==> config.mk <==
export PLATFORM = sky130hd
export DESIGN_NAME = ir_receiver
export DESIGN_NICKNAME = d
export VERILOG_FILES = /design/src/rtl/ir_receiver.sv
export SDC_FILE = /design/constraint.sdc
export NUM_CORES = 1
export LEC_CHECK = 0
export ABC_AREA = 0
export CAP_MARGIN = 20
export CORE_UTILIZATION = 63
export CTS_BUF_LIST = sky130_fd_sc_hd__clkbuf_16
export CTS_CLUSTER_SIZE = 28
export DETAILED_ROUTE_END_ITERATION = 8
export PLACE_DENSITY = 0.84
export SLEW_MARGIN = 15
export SYNTH_ARGS = -nofsm -noshare
export SYNTH_HDL_FRONTEND = slang
export SYNTH_SLANG_ARGS = --single-unit
export TNS_END_PERCENT = 1
==> constraint.sdc <==
create_clock -name clock -period 4 [get_ports clock]
set_clock_uncertainty 0.05 [all_clocks]
set_input_delay 0.4 -clock clock [delete_from_list [all_inputs] [get_ports clock]]
set_output_delay 0.4 -clock clock [all_outputs]
set_load 0.05 [all_outputs]
==> src/rtl/ir_receiver.sv <==
// ============================================================================
// Module      : ir_receiver
// Description : IrDA SIR pulse receiver. A rising edge on the synchronised
//               photodiode input marks the start bit. Each following bit
//               period is sampled over a window; a pulse in the window is a
//               0 and no pulse is a 1. Data arrives LSB first. The stop
//               window flags a framing error if it sees a pulse.
//               Optional feature macro: IR_RX_PARITY_EN (adds an even parity
//               bit between the data bits and the stop bit).
// Revision    : 1.0  initial release
// ============================================================================
`default_nettype none

module ir_receiver #(
    parameter int BIT_CLKS = 5208
) (
    input  logic       clock,
    input  logic       reset,
    input  logic       ir_rx,
    output logic [7:0] rx_8bitdata,
    output logic       wr_data,
    output logic       parity_err,
    output logic       frame_err,
    output logic       rx_available
);

    // Last count of a full bit window, and last count of the gap between the
    // start edge and the first window (the first DATA cycle is offset 1).
    localparam logic [15:0] C_BIT_LAST = 16'(BIT_CLKS - 1);
    localparam logic [15:0] C_PRE_LAST = 16'(BIT_CLKS - BIT_CLKS / 4 - 2);

`ifdef IR_RX_PARITY_EN
    typedef enum logic [2:0] {
        S_IDLE   = 3'd0,
        S_DATA   = 3'd1,
        S_PARITY = 3'd2,
        S_STOP   = 3'd3,
        S_DONE   = 3'd4
    } state_t;
`else
    typedef enum logic [2:0] {
        S_IDLE   = 3'd0,
        S_DATA   = 3'd1,
        S_STOP   = 3'd3,
        S_DONE   = 3'd4
    } state_t;
`endif

    state_t      r_state;
    state_t      w_next;
    logic        r_sync1;
    logic        r_irs;
    logic        r_irs_d;
    logic [15:0] r_cnt;
    logic [2:0]  r_bit_cnt;
    logic        r_open;
    logic        r_seen;
    logic [7:0]  r_shift;
    logic [7:0]  r_data;
    logic        r_wr;
    logic        r_frame_err;
    logic        w_pulse;
    logic        w_close;
    logic        w_bit;

    assign w_pulse = r_irs & ~r_irs_d;
    assign w_close = r_open && (r_cnt == C_BIT_LAST);
    // Bit value of the window closing this cycle: any pulse seen means 0.
    assign w_bit   = ~(r_seen | w_pulse);

    // Two-flop synchroniser plus one delay stage for edge detection.
    always_ff @(posedge clock or negedge reset) begin
        if (!reset) begin
            r_sync1 <= 1'b0;
            r_irs   <= 1'b0;
            r_irs_d <= 1'b0;
        end else begin
            r_sync1 <= ir_rx;
            r_irs   <= r_sync1;
            r_irs_d <= r_irs;
        end
    end

    // State register.
    always_ff @(posedge clock or negedge reset) begin
        if (!reset) begin
            r_state <= S_IDLE;
        end else begin
            r_state <= w_next;
        end
    end

    // Next-state logic: frames advance only when a bit window closes.
    always_comb begin
        w_next = r_state;
        case (r_state)
            S_IDLE: begin
                if (w_pulse) w_next = S_DATA;
            end
            S_DATA: begin
`ifdef IR_RX_PARITY_EN
                if (w_close && r_bit_cnt == 3'd7) w_next = S_PARITY;
`else
                if (w_close && r_bit_cnt == 3'd7) w_next = S_STOP;
`endif
            end
`ifdef IR_RX_PARITY_EN
            S_PARITY: begin
                if (w_close) w_next = S_STOP;
            end
`endif
            S_STOP: begin
                if (w_close) w_next = S_DONE;
            end
            S_DONE: begin
                w_next = S_IDLE;
            end
            default: begin
                w_next = S_IDLE;
            end
        endcase
    end

    // Window timing, bit collection and output registers.
    always_ff @(posedge clock or negedge reset) begin
        if (!reset) begin
            r_cnt       <= 16'd0;
            r_bit_cnt   <= 3'd0;
            r_open      <= 1'b0;
            r_seen      <= 1'b0;
            r_shift     <= 8'h00;
            r_data      <= 8'h00;
            r_wr        <= 1'b0;
            r_frame_err <= 1'b0;
        end else begin
            r_wr <= 1'b0;
            case (r_state)
                S_IDLE: begin
                    if (w_pulse) begin
                        r_cnt     <= 16'd0;
                        r_bit_cnt <= 3'd0;
                        r_open    <= 1'b0;
                        r_seen    <= 1'b0;
                    end
                end
                S_DONE: begin
                    r_open <= 1'b0;
                end
                default: begin
                    if (!r_open) begin
                        // Gap before the first window: pulses are ignored.
                        if (r_cnt == C_PRE_LAST) begin
                            r_cnt  <= 16'd0;
                            r_open <= 1'b1;
                        end else begin
                            r_cnt <= r_cnt + 16'd1;
                        end
                    end else if (w_close) begin
                        r_cnt  <= 16'd0;
                        r_seen <= 1'b0;
                        if (r_state == S_DATA) begin
                            r_shift   <= {w_bit, r_shift[7:1]};
                            r_bit_cnt <= r_bit_cnt + 3'd1;
                        end
                        if (r_state == S_STOP) begin
                            r_data      <= r_shift;
                            r_frame_err <= ~w_bit;
                            r_wr        <= 1'b1;
                        end
                    end else begin
                        r_cnt  <= r_cnt + 16'd1;
                        r_seen <= r_seen | w_pulse;
                    end
                end
            endcase
        end
    end

`ifdef IR_RX_PARITY_EN
    logic r_par_bit;
    logic r_parity_err;

    // Capture the parity bit, then check even parity as the stop window closes.
    always_ff @(posedge clock or negedge reset) begin
        if (!reset) begin
            r_par_bit    <= 1'b0;
            r_parity_err <= 1'b0;
        end else begin
            if (r_state == S_PARITY && w_close) r_par_bit <= w_bit;
            if (r_state == S_STOP && w_close) r_parity_err <= (^r_shift) ^ r_par_bit;
        end
    end

    assign parity_err = r_parity_err;
`else
    assign parity_err = 1'b0;
`endif

    assign rx_8bitdata  = r_data;
    assign wr_data      = r_wr;
    assign frame_err    = r_frame_err;
    assign rx_available = (r_state == S_IDLE);

endmodule

`default_nettype wire

# ---- After elaboration in Yosys (flattened, before gate mapping)
# Index checks and enable logic that the tools add are counted.
dict set report word_totals {
  inputBits 3
  word_cells 67
  out_inout_bits 12
  register_bits 45
}
dict set report op_classes {
  add_sub_neg 2
  bitwise_logic 6
  muxes 25
  reduce_logical 13
  n_eq_ne 9
}
# cell count
set ops {}
lappend ops {{$mux 16} 4}
lappend ops {{$pmux 16 s2} 1}
lappend ops {{$mux 3} 7}
lappend ops {{$add 16x1->16 const B} 1}
lappend ops {{$eq 16x12->1 const B} 1}
lappend ops {{$eq 16x13->1 const B} 1}
lappend ops {{$mux 1} 9}
lappend ops {{$pmux 3 s3} 1}
lappend ops {{$reduce_and 4->1} 2}
lappend ops {{$eq 3x3->1 const B} 2}
lappend ops {{$pmux 3 s2} 1}
lappend ops {{$reduce_and 3->1} 2}
lappend ops {{$reduce_bool 2->1} 3}
lappend ops {{$reduce_and 5->1} 1}
lappend ops {{$ne 2x2->1 const B} 2}
lappend ops {{$not 1->1} 4}
lappend ops {{$pmux 1 s2} 2}
lappend ops {{$add 3x1->3 const B} 1}
lappend ops {{$eq 3x1->1 const B} 1}
lappend ops {{$eq 3x2->1 const B} 1}
lappend ops {{$logic_not 3->1} 1}
lappend ops {{$logic_and 1x1->1} 2}
lappend ops {{$ne 2x1->1 const B} 1}
lappend ops {{$reduce_and 2->1} 1}
lappend ops {{other kinds (3)} 3}

# ---- Logic depth before layout (Yosys ltp)
# Gate-level depths: netlist (run 1).
dict set report depth {
  ltp_word 6
  ltp_mapped 8
}

# ---- Worst setup path after synthesis (run 1)
# No wires, ideal clock.
dict set report synth_path {
  path_type {register to output}
  from {register r_state[1]}
  to {output rx_available}
  required_time_ps 3550
  t_arrival_ps 1612
  slack_ps 1938
  n_path_buf 1
  path_stages_with_launch 3
  cell_sequence {dfrtp_1 -> buf_6 -> nor3_1}
}
dict set report synth_via {
  elab_chain_len 1
}
# element line
set synth_lines {}
lappend synth_lines {{start: declaration} 49} ;# state_t r_state;
lappend synth_lines {{start signal: assignment} 89} ;# r_state <= w_next;
lappend synth_lines {{$logic_not 3->1} 202} ;# assign rx_available = (r_state == S_IDLE);
lappend synth_lines {{end: declaration} 24} ;# output logic rx_available
# Every way passes these cells.

# ---- Final worst setup path (run 1)
dict set report layout_path {
  from {register r_cnt[0]}
  to {register r_cnt[5]}
}
dict set report layout_via {
  elab_chain_len 5
  word_cells_on_any_way 8
  cone_classes {add/sub: 1; eq/ne: 2; mux: 4; reduce/logical: 1}
}
# element line
set layout_lines {}
lappend layout_lines {{start: declaration} 54} ;# logic [15:0] r_cnt;
lappend layout_lines {{start signal: assignment} 156} ;# r_cnt <= r_cnt + 16'd1;
lappend layout_lines {{start signal: assignment} 171} ;# r_cnt <= r_cnt + 16'd1;
lappend layout_lines {{parallel branches: the longest is 3 deep, another holds $add 16x1->16} --}
lappend layout_lines {{$mux 16 (*)} 150} ;# if (!r_open) begin
lappend layout_lines {{$pmux 16 s2 (*)} 137} ;# case (r_state)
# Every way passes the cells marked *.
# A chain may end at the register's enable or synchronous reset.

==> impl_metrics.tcl, run 1 <==
set metrics [dict create \
    p_leak_nw 1.21 \
    rows 21 \
    grt_max_degree 46 \
    clock_latency_ns 0.29 \
    fin_crit_ns 2.40 \
    async_flop_share_pct 100 \
    wl_per_cell_um 17.3 \
    cts_setup_buffers 0 \
    yosysTopAreaCellShare_pct 48.7 \
    max_stage_delay_ns 0.83 \
    p_per_area_nw_per_um2 419 \
    setup_viol_count_final 0 \
    critical_path_required_ns 4.15 \
    synth_cell_types 48 \
    core_um2 3420 \
    status "completed" \
    rsz0062_at_grt "no" \
    die_h_um 62.6 \
    finalHoldViolCount 0 \
    layout_commonest_cell "dfrtp_1" \
    area_growth_pct 10.7 \
    slew_headroom_pct 29.8 \
    ys_seq_elements 45 \
    place_area_um2 2410 \
    ys.flop_type "dfrtp_1" \
    dr.pass1.iters 4 \
    critPathKind "flop to flop" \
    grtUsageTotal_pct 26.9 \
    drcViolationCount 0 \
    vias_per_cell 6.30 \
    dp.cells 268 \
    grt_overflow_total 0 \
    synthCells 219 \
    postRouteAntennaNets 0 \
    yosysTopAreaCell "dfrtp_1" \
    htreeDepth 2 \
    cts_tree "built" \
    finalMaxSlewViolations 0 \
    crit_buf_inv 0 \
    vias 1740 \
    regArea_um2 1130 \
    min_path_type "input pin to async pin" \
    multiInputGateArea_um2 1090 \
    start_util_pct 67.7 \
    path_cells "ha_1 -> nand2_1 -> nor3b_4 -> a21oi_1 -> nor2_1 -> o211ai_1" \
    end_kind "flop" \
    gp_congestion 0.915 \
    hpwl_um 3280 \
    tns_ns 0 \
    yosysWarnings 0 \
    clockRootBuffer "clkbuf_16" \
    drive_gt1_share_pct 15.7 \
    start_kind "flop" \
    clk_path_buf_depth 2 \
    ctsHoldBuffers 0 \
    path_delay_family "compound AO/OA/AOI/OAI gates" \
    cap_violations 0 \
    tightest_slew_ns 1.05 \
    yosysSeqAreaShare_pct 48.7 \
    final.period_utilization_pct 60.1 \
    wirelength_um 4770 \
    synth_edf_count 0 \
    pin_count 15 \
    synthTopCellsByArea "dfrtp_1 49%, mux2_2 6.3%, nand2_1 4.1%, o21ai_0 3.0%, nor3_1 2.8%" \
    cp_max_fo 15 \
    ir_drop_mv 0.319 \
    cp_slowest_cell "a21oi_1" \
    clock_sinks 45 \
    synth.net_count 226 \
    path_clk_slew_ns 0.06 \
    drt_iter0_drc 140 \
    syn_avg_cell_area_um2 10.6 \
    antenna_found_initial 0 \
    nets 236 \
    final_cells 276 \
    nFillCells 229 \
    n_antenna_cell 0 \
    grt_pass1_vias 1644 \
    die_w_um 62.6 \
    port_buffers 13 \
    fmax_mhz 416 \
    cts_resized 0 \
    layout_common_cells "45 x dfrtp_1, 25 x nand2_1, 15 x nor2_1" \
    final_cell_area_um2 2560 \
    grt_pass1_wl_um 7960 \
    fp.dieArea_um2 3920 \
    numCtsBuffers 5 \
    synth_area_um2 2310 \
    cp.arrival_ns 2.55 \
]
-- routing by layer --
layer,vias up,part of all wire (%),GRT usage (%)
li1,807,-,-
met1,858,42,34.7
met2,66,51,43.6
met3,9,5.1,6.93
met4,0,2.1,10.2
met5,-,0,0
-- cell families after synthesis --
logic type,Yosys count,synth area share [%]
AO/OA/AOI/OAI,43,11.6
buffers and inverters,15,4.33
XOR/XNOR,2,0.757
other,1,0.162
flip-flops,45,48.7
adder cells (fa/ha/maj),4,2.16
multiplexers,21,10.7
AND/OR/NAND/NOR,88,21.6
-- worst paths after layout --
kind | start | to | slack (ns) | cells after the start
worst min register to register | r_sync1 | r_irs | 0.30 | 0
worst min-delay path | reset | r_cnt[15] | 0.22 | 1
min in group clock | r_sync1 | r_irs | 0.30 | 0
worst max-delay path | r_cnt[0] | r_cnt[5] | 1.60 | 6
max in group asynchronous | reset | r_state[1] | 3.08 | 1
worst max register to register | r_cnt[0] | r_cnt[5] | 1.60 | 6
-- cell type report --
class / instances / share of cell area, %
clock buffers: 5 / 4.89
inverters: 5 / 0.733
flip-flops and latches: 45 / 44.0
clock inverters: 3 / 0.830
multi-input cells: 159 / 42.5
well taps: 46 / 2.25
repair buffers: 13 / 4.89
-- power by group --
part	internal, mW	switching (mW)	leakage, nW
logic	0.0499	0.0713	0.533
registers	0.489	0.0539	0.604
clock network	0.232	0.175	0.0702
total	0.771	0.301	1.21
-- flip-flops by register name (all words and copies together) (netlist names) --
| signal | cells |
|---|---|
| r_cnt | 16 |
| r_shift | 8 |
| rx_8bitdata | 8 |
| r_bit_cnt | 3 |
| r_state | 3 |
| frame_err | 1 |
| r_irs | 1 |
| r_irs_d | 1 |
| r_open | 1 |
| r_seen | 1 |
| r_sync1 | 1 |
| wr_data | 1 |
-- cell usage after synthesis (3+ instances only) --
library cell and number:
and3_1 4, mux2_2 13, o21ai_0 14, buf_6 4, nor2b_1 4, o22ai_1 4, o21a_1 3, nor2_1 15
inv_1 5, buf_4 3, nand3_1 6, mux2i_1 4, nand2_1 25, a22o_1 5, ha_1 4, nand4_1 3
nor3_1 13, a21oi_1 7, mux2_4 4, dfrtp_1 45
-- stage by stage --
step / util (%) / setup slack (ns) / power [mW] / hold slack (ns)
4_1_cts: 75.0 / 1.63 / 1.07 / 0.257
3_5_place_dp: 70.7 / 1.64 / 0.669 / 0.291
5_1_grt: 75.0 / 1.47 / 1.12 / 0.305
6_report: 75.0 / 1.60 / 1.07 / 0.218
3_3_place_gp: 70.7 / 1.79 / 0.654 / 0.284
2_1_floorplan: - / 1.94 / 0.634 / 0.0544
Power figures use the tool's default switching activity.
==> run 2, diff against run 1 <==
--- a/config.mk
+++ b/config.mk
@@ -7,11 +7,11 @@
 export LEC_CHECK = 0
 export ABC_AREA = 0
 export CAP_MARGIN = 20
-export CORE_UTILIZATION = 63
+export CORE_UTILIZATION = 58
 export CTS_BUF_LIST = sky130_fd_sc_hd__clkbuf_16
 export CTS_CLUSTER_SIZE = 28
 export DETAILED_ROUTE_END_ITERATION = 8
-export PLACE_DENSITY = 0.84
+export PLACE_DENSITY = 0.78
 export SLEW_MARGIN = 15
 export SYNTH_ARGS = -nofsm -noshare
 export SYNTH_HDL_FRONTEND = slang
==> constraint.sdc (replaced) <==
create_clock -name clock -period 2.3 [get_ports clock]
set_clock_uncertainty 0.05 [all_clocks]
set_input_delay 0.23 -clock clock [delete_from_list [all_inputs] [get_ports clock]]
set_output_delay 0.23 -clock clock [all_outputs]
set_load 0.05 [all_outputs]
==> impl_metrics.tcl, run 2 (same netlist as run 1, synthesis figures left out) <==
set metrics [dict create \
    status "completed" \
    regArea_um2 1130 \
    drcViolationCount 0 \
    largest_register "r_cnt" \
    layout_common_cells "45 x dfrtp_1, 25 x nand2_1, 15 x nor2_1" \
    rr_startpoint "r_cnt[0]" \
    antenna_found_initial 0 \
    place_area_um2 2430 \
    clock_sinks 45 \
    rsz0062_at_grt "no" \
    grt_pass1_wl_um 8190 \
    r2r_slack_ns 0.15 \
    cp.arrival_ns 1.88 \
    hold_slack_ns 0.308 \
    gp_congestion 0.960 \
    port_buffers 13 \
    core_um2 3740 \
    end_kind "primary output" \
    fp.dieArea_um2 4250 \
    vias 1730 \
    cp_max_fo 13 \
    hpwl_um 3170 \
    post-route-util_pct 69.7 \
    critPathKind "flop to primary output" \
    postRouteAntennaNets 0 \
    grt_use_met3_pct 7.12 \
    setup_viol_count_final 0 \
    tns_ns 0 \
    rows 22 \
    fin_crit_ns 2.16 \
    clk_path_buf_depth 2 \
    final_cell_area_um2 2610 \
    vias_per_cell 6.16 \
    area_growth_pct 12.7 \
    ir_drop_mv 0.475 \
    cts_tree "built" \
    finalMaxSlewViolations 0 \
    drt_iter0_drc 117 \
    path_clk_slew_ns 0.06 \
    critical_path.startpoint "r_state[1]" \
    slew_headroom_pct 59.5 \
    pin_count 15 \
    grt_pass1_vias 1744 \
    p_leak_nw 1.23 \
    grt_busiest_layer "met2" \
    min_path_type "flop to flop" \
    gr-usage-met1_pct 31.9 \
    r2r_end "r_cnt[14]" \
    layout_commonest_cell "dfrtp_1" \
    start_util_pct 61.8 \
    p_per_area_nw_per_um2 722 \
    wl_per_cell_um 16.5 \
    fin_ws_ns 0.140 \
    tightest_slew_ns 0.603 \
    cts_setup_buffers 0 \
    fmax_mhz 463 \
    die_w_um 65.2 \
    multiInputGateArea_um2 1100 \
    numCtsBuffers 5 \
    clock_latency_ns 0.29 \
    grtUsageTotal_pct 25.7 \
    start_kind "flop" \
    cap_violations 0 \
    critical_path_required_ns 2.02 \
    htreeDepth 2 \
    final.period_utilization_pct 93.9 \
    dr.pass1.iters 4 \
    die_h_um 65.2 \
    gr-usage-met2_pct 41.8 \
    critPathCapture "rx_available" \
    n_antenna_cell 0 \
    grt_max_degree 33 \
    drive_gt1_share_pct 17.2 \
    nets 239 \
    wirelength_um 4640 \
    largest_reg_flops 16 \
    pre_cts_ws_ns 0.0591 \
    grt_overflow_total 0 \
    finalHoldViolCount 0 \
    reg2reg_depth 7 \
    clockRootBuffer "clkbuf_16" \
    nFillCells 284 \
]
[run 2: worst min-delay path by stage]
stage | cells after the start | slack (ns) | start | end
floorplan | 0 | -0.12 | reset | frame_err
global placement | 1 | 0.09 | reset | r_cnt[7]
detailed placement | 1 | 0.1 | reset | r_cnt[7]
CTS | 0 | 0.31 | r_sync1 | r_irs
global route | 0 | 0.31 | r_sync1 | r_irs
finish | 0 | 0.31 | r_sync1 | r_irs
[run 2: timing repair]
item,4_1_cts,5_1_grt
setup endpoints to repair,1,4
hold buffers,1,0
pin swaps,0,0
hold endpoints to repair,13,0
gates resized for setup,1,2
cloned,0,0
[run 2: area by class of cell]
type | instances | area share [%]
Clock buffer | 5 | 4.80
Clock inverter | 3 | 0.960
Inverter | 5 | 0.720
Multi-Input combinational cell | 159 | 42.3
Sequential cell | 45 | 43.2
Tap cell | 48 | 2.30
Timing Repair Buffer | 16 | 5.76
[run 2: power breakdown]
group / switching (mW) / total (mW) / internal [mW]
Sequential: 0.0908 / 0.941 / 0.851
Combinational: 0.128 / 0.218 / 0.0900
Clock: 0.314 / 0.723 / 0.410
Total: 0.532 / 1.88 / 1.35
[run 2: metal layers]
layer	part of all wire, %	vias up	wire, um
li1	-	814	-
met1	44	852	2020
met2	50	54	2310
met3	4.9	10	226
met4	1.7	0	80
met5	0	-	0
[run 2: critical path: stages (launching register included)]
cell	delay [ns]
dfrtp_1	0.53
nor3_1	0.23
clkdlybuf4s50_1	0.83
[run 2: through the flow]
step	instances	power (mW)
4_1_cts	281	1.89
6_report	281	1.88
2_1_floorplan	219	1.10
5_1_grt	281	1.96
3_3_place_gp	272	1.15
3_5_place_dp	272	1.16
==> run 3, diff against run 2 <==
--- a/config.mk
+++ b/config.mk
@@ -9,9 +9,10 @@
 export CAP_MARGIN = 20
 export CORE_UTILIZATION = 58
 export CTS_BUF_LIST = sky130_fd_sc_hd__clkbuf_16
+export CTS_CLUSTER_DIAMETER = 200
 export CTS_CLUSTER_SIZE = 28
 export DETAILED_ROUTE_END_ITERATION = 8
-export PLACE_DENSITY = 0.78
+export PLACE_DENSITY_LB_ADDON = 0.08
 export SLEW_MARGIN = 15
 export SYNTH_ARGS = -nofsm -noshare
 export SYNTH_HDL_FRONTEND = slang
==> impl_metrics.tcl, run 3 (same netlist as run 1, synthesis figures left out) <==
set metrics [dict create \
    status "completed" \
    ir_drop_mv 0.745 \
    drt_iter0_drc 137 \
    die_w_um 65.2 \
    cp_slowest_cell "a21oi_1" \
    final.period_utilization_pct 93.5 \
    start_kind "flop" \
    cts_setup_buffers 0 \
    critPathKind "flop to flop" \
    grtUsageTotal_pct 23.4 \
    area_growth_pct 13.1 \
    die_h_um 65.2 \
    path_cells "ha_1 -> nand2_1 -> nor3b_4 -> a21oi_1 -> buf_4 -> o21ai_0 -> a22oi_1" \
    clockRootBuffer "clkbuf_16" \
    n_antenna_cell 0 \
    pin_count 15 \
    grt_max_degree 28 \
    crit_buf_inv 1 \
    p_total_mw 1.95 \
    fmax_mhz 465 \
    nFillCells 293 \
    drive_gt1_share_pct 15.9 \
    largest_reg_flops 16 \
    clock_latency_ns 0.28 \
    slew_headroom_pct 58.2 \
    antenna_found_initial 0 \
    postRouteAntennaNets 0 \
    grt_pass1_vias 1593 \
    max_stage_delay_ns 0.53 \
    cp.arrival_ns 2.30 \
    drcViolationCount 0 \
    finalHoldViolCount 0 \
    clk_path_buf_depth 2 \
    numCtsBuffers 5 \
    hpwl_um 3110 \
    tns_ns 0 \
    clock_sinks 45 \
    finalMaxSlewViolations 0 \
    rows 22 \
    tightest_slew_ns 0.627 \
    dr.pass1.iters 4 \
    layout_commonest_cell "dfrtp_1" \
    setup_viol_count_final 0 \
    wirelength_um 4410 \
    min_path_type "flop to flop" \
    vias_per_cell 6.11 \
    cts_tree "built" \
    path_clk_slew_ns 0.06 \
    cp_max_fo 8 \
    end_kind "flop" \
    fin_crit_ns 2.15 \
    grt_overflow_total 0 \
    htreeDepth 2 \
    start_util_pct 61.8 \
    final_cells 281 \
    grt_pass1_wl_um 7470 \
    layout_common_cells "45 x dfrtp_1, 25 x nand2_1, 15 x nor2_1" \
    dp.cells 272 \
    largest_register "r_cnt" \
    nets 239 \
    core_um2 3740 \
    p_leak_nw 1.24 \
    port_buffers 13 \
    rsz0062_at_grt "no" \
    cap_violations 0 \
    gp_congestion 0.878 \
    p_per_area_nw_per_um2 744 \
    wl_per_cell_um 15.7 \
    critical_path_required_ns 2.45 \
    path_delay_family "compound AO/OA/AOI/OAI gates" \
    fp.dieArea_um2 4250 \
    vias 1717 \
]
==> run 3: cell types whose count changed in the layout (fill, tap and decap cells not counted), sizes merged <==
cell	change
clkinvlp	-1
bufinv	+1
inv	-1
clkinv	+1
==> run 3: stage by stage <==
step	setup WS (ns)	util [%]	hold WS, ns	instance area [um2]
after floorplan	0.408	-	-0.116	2310
after global placement	0.197	65.0	0.138	2430
after detailed placement	0.0904	65.0	0.146	2430
after CTS	0.0882	69.7	0.313	2610
after global routing	0.0111	69.9	0.310	2620
final	0.149	69.9	0.310	2620
==> run 3: worst paths after layout <==
| kind | start | endpoint | slack (ns) | depth (start not counted) |
|---|---|---|---|---|
| min reg2reg | r_sync1 | r_irs | 0.31 | 0 |
| min | r_sync1 | r_irs | 0.31 | 0 |
| min in group asynchronous | reset | r_bit_cnt[0] | 0.37 | 2 |
| max | r_cnt[0] | r_cnt[8] | 0.15 | 7 |
| max in group asynchronous | reset | rx_8bitdata[3] | 1.14 | 3 |
| max reg2reg | r_cnt[0] | r_cnt[8] | 0.15 | 7 |
==> run 3: what timing repair did <==
action	4_1_cts	5_1_grt
hold endpoints to repair	18	0
endpoints found under the setup margin	0	10
gates resized for setup	0	1
hold buffers	1	0
==> run 3: power breakdown <==
part	switching, mW	internal [mW]
Combinational	0.123	0.0893
Clock	0.282	0.510
Sequential	0.0917	0.851
==> run 3: cell type report <==
class                   count  area, um2  share of cell area [%]
clock buffers               5        125                    4.78
clock inverters             3       42.5                    1.63
inverters                   5       18.8                   0.717
multi-input cells         159       1090                    41.8
flip-flops and latches     45       1130                    43.0
well taps                  48       60.1                    2.30
repair buffers             16        150                    5.74
==> run 3: metal layers <==
layer / wire [um] / vias up / global-route usage (%) / part of all wire, %
met5: 0 / - / 0 / 0
met4: 48 / 0 / 7.61 / 1.1
met3: 208 / 6 / 5.03 / 4.7
met2: 2140 / 48 / 36.1 / 49
met1: 2010 / 852 / 33.2 / 46
li1: - / 811 / - / -
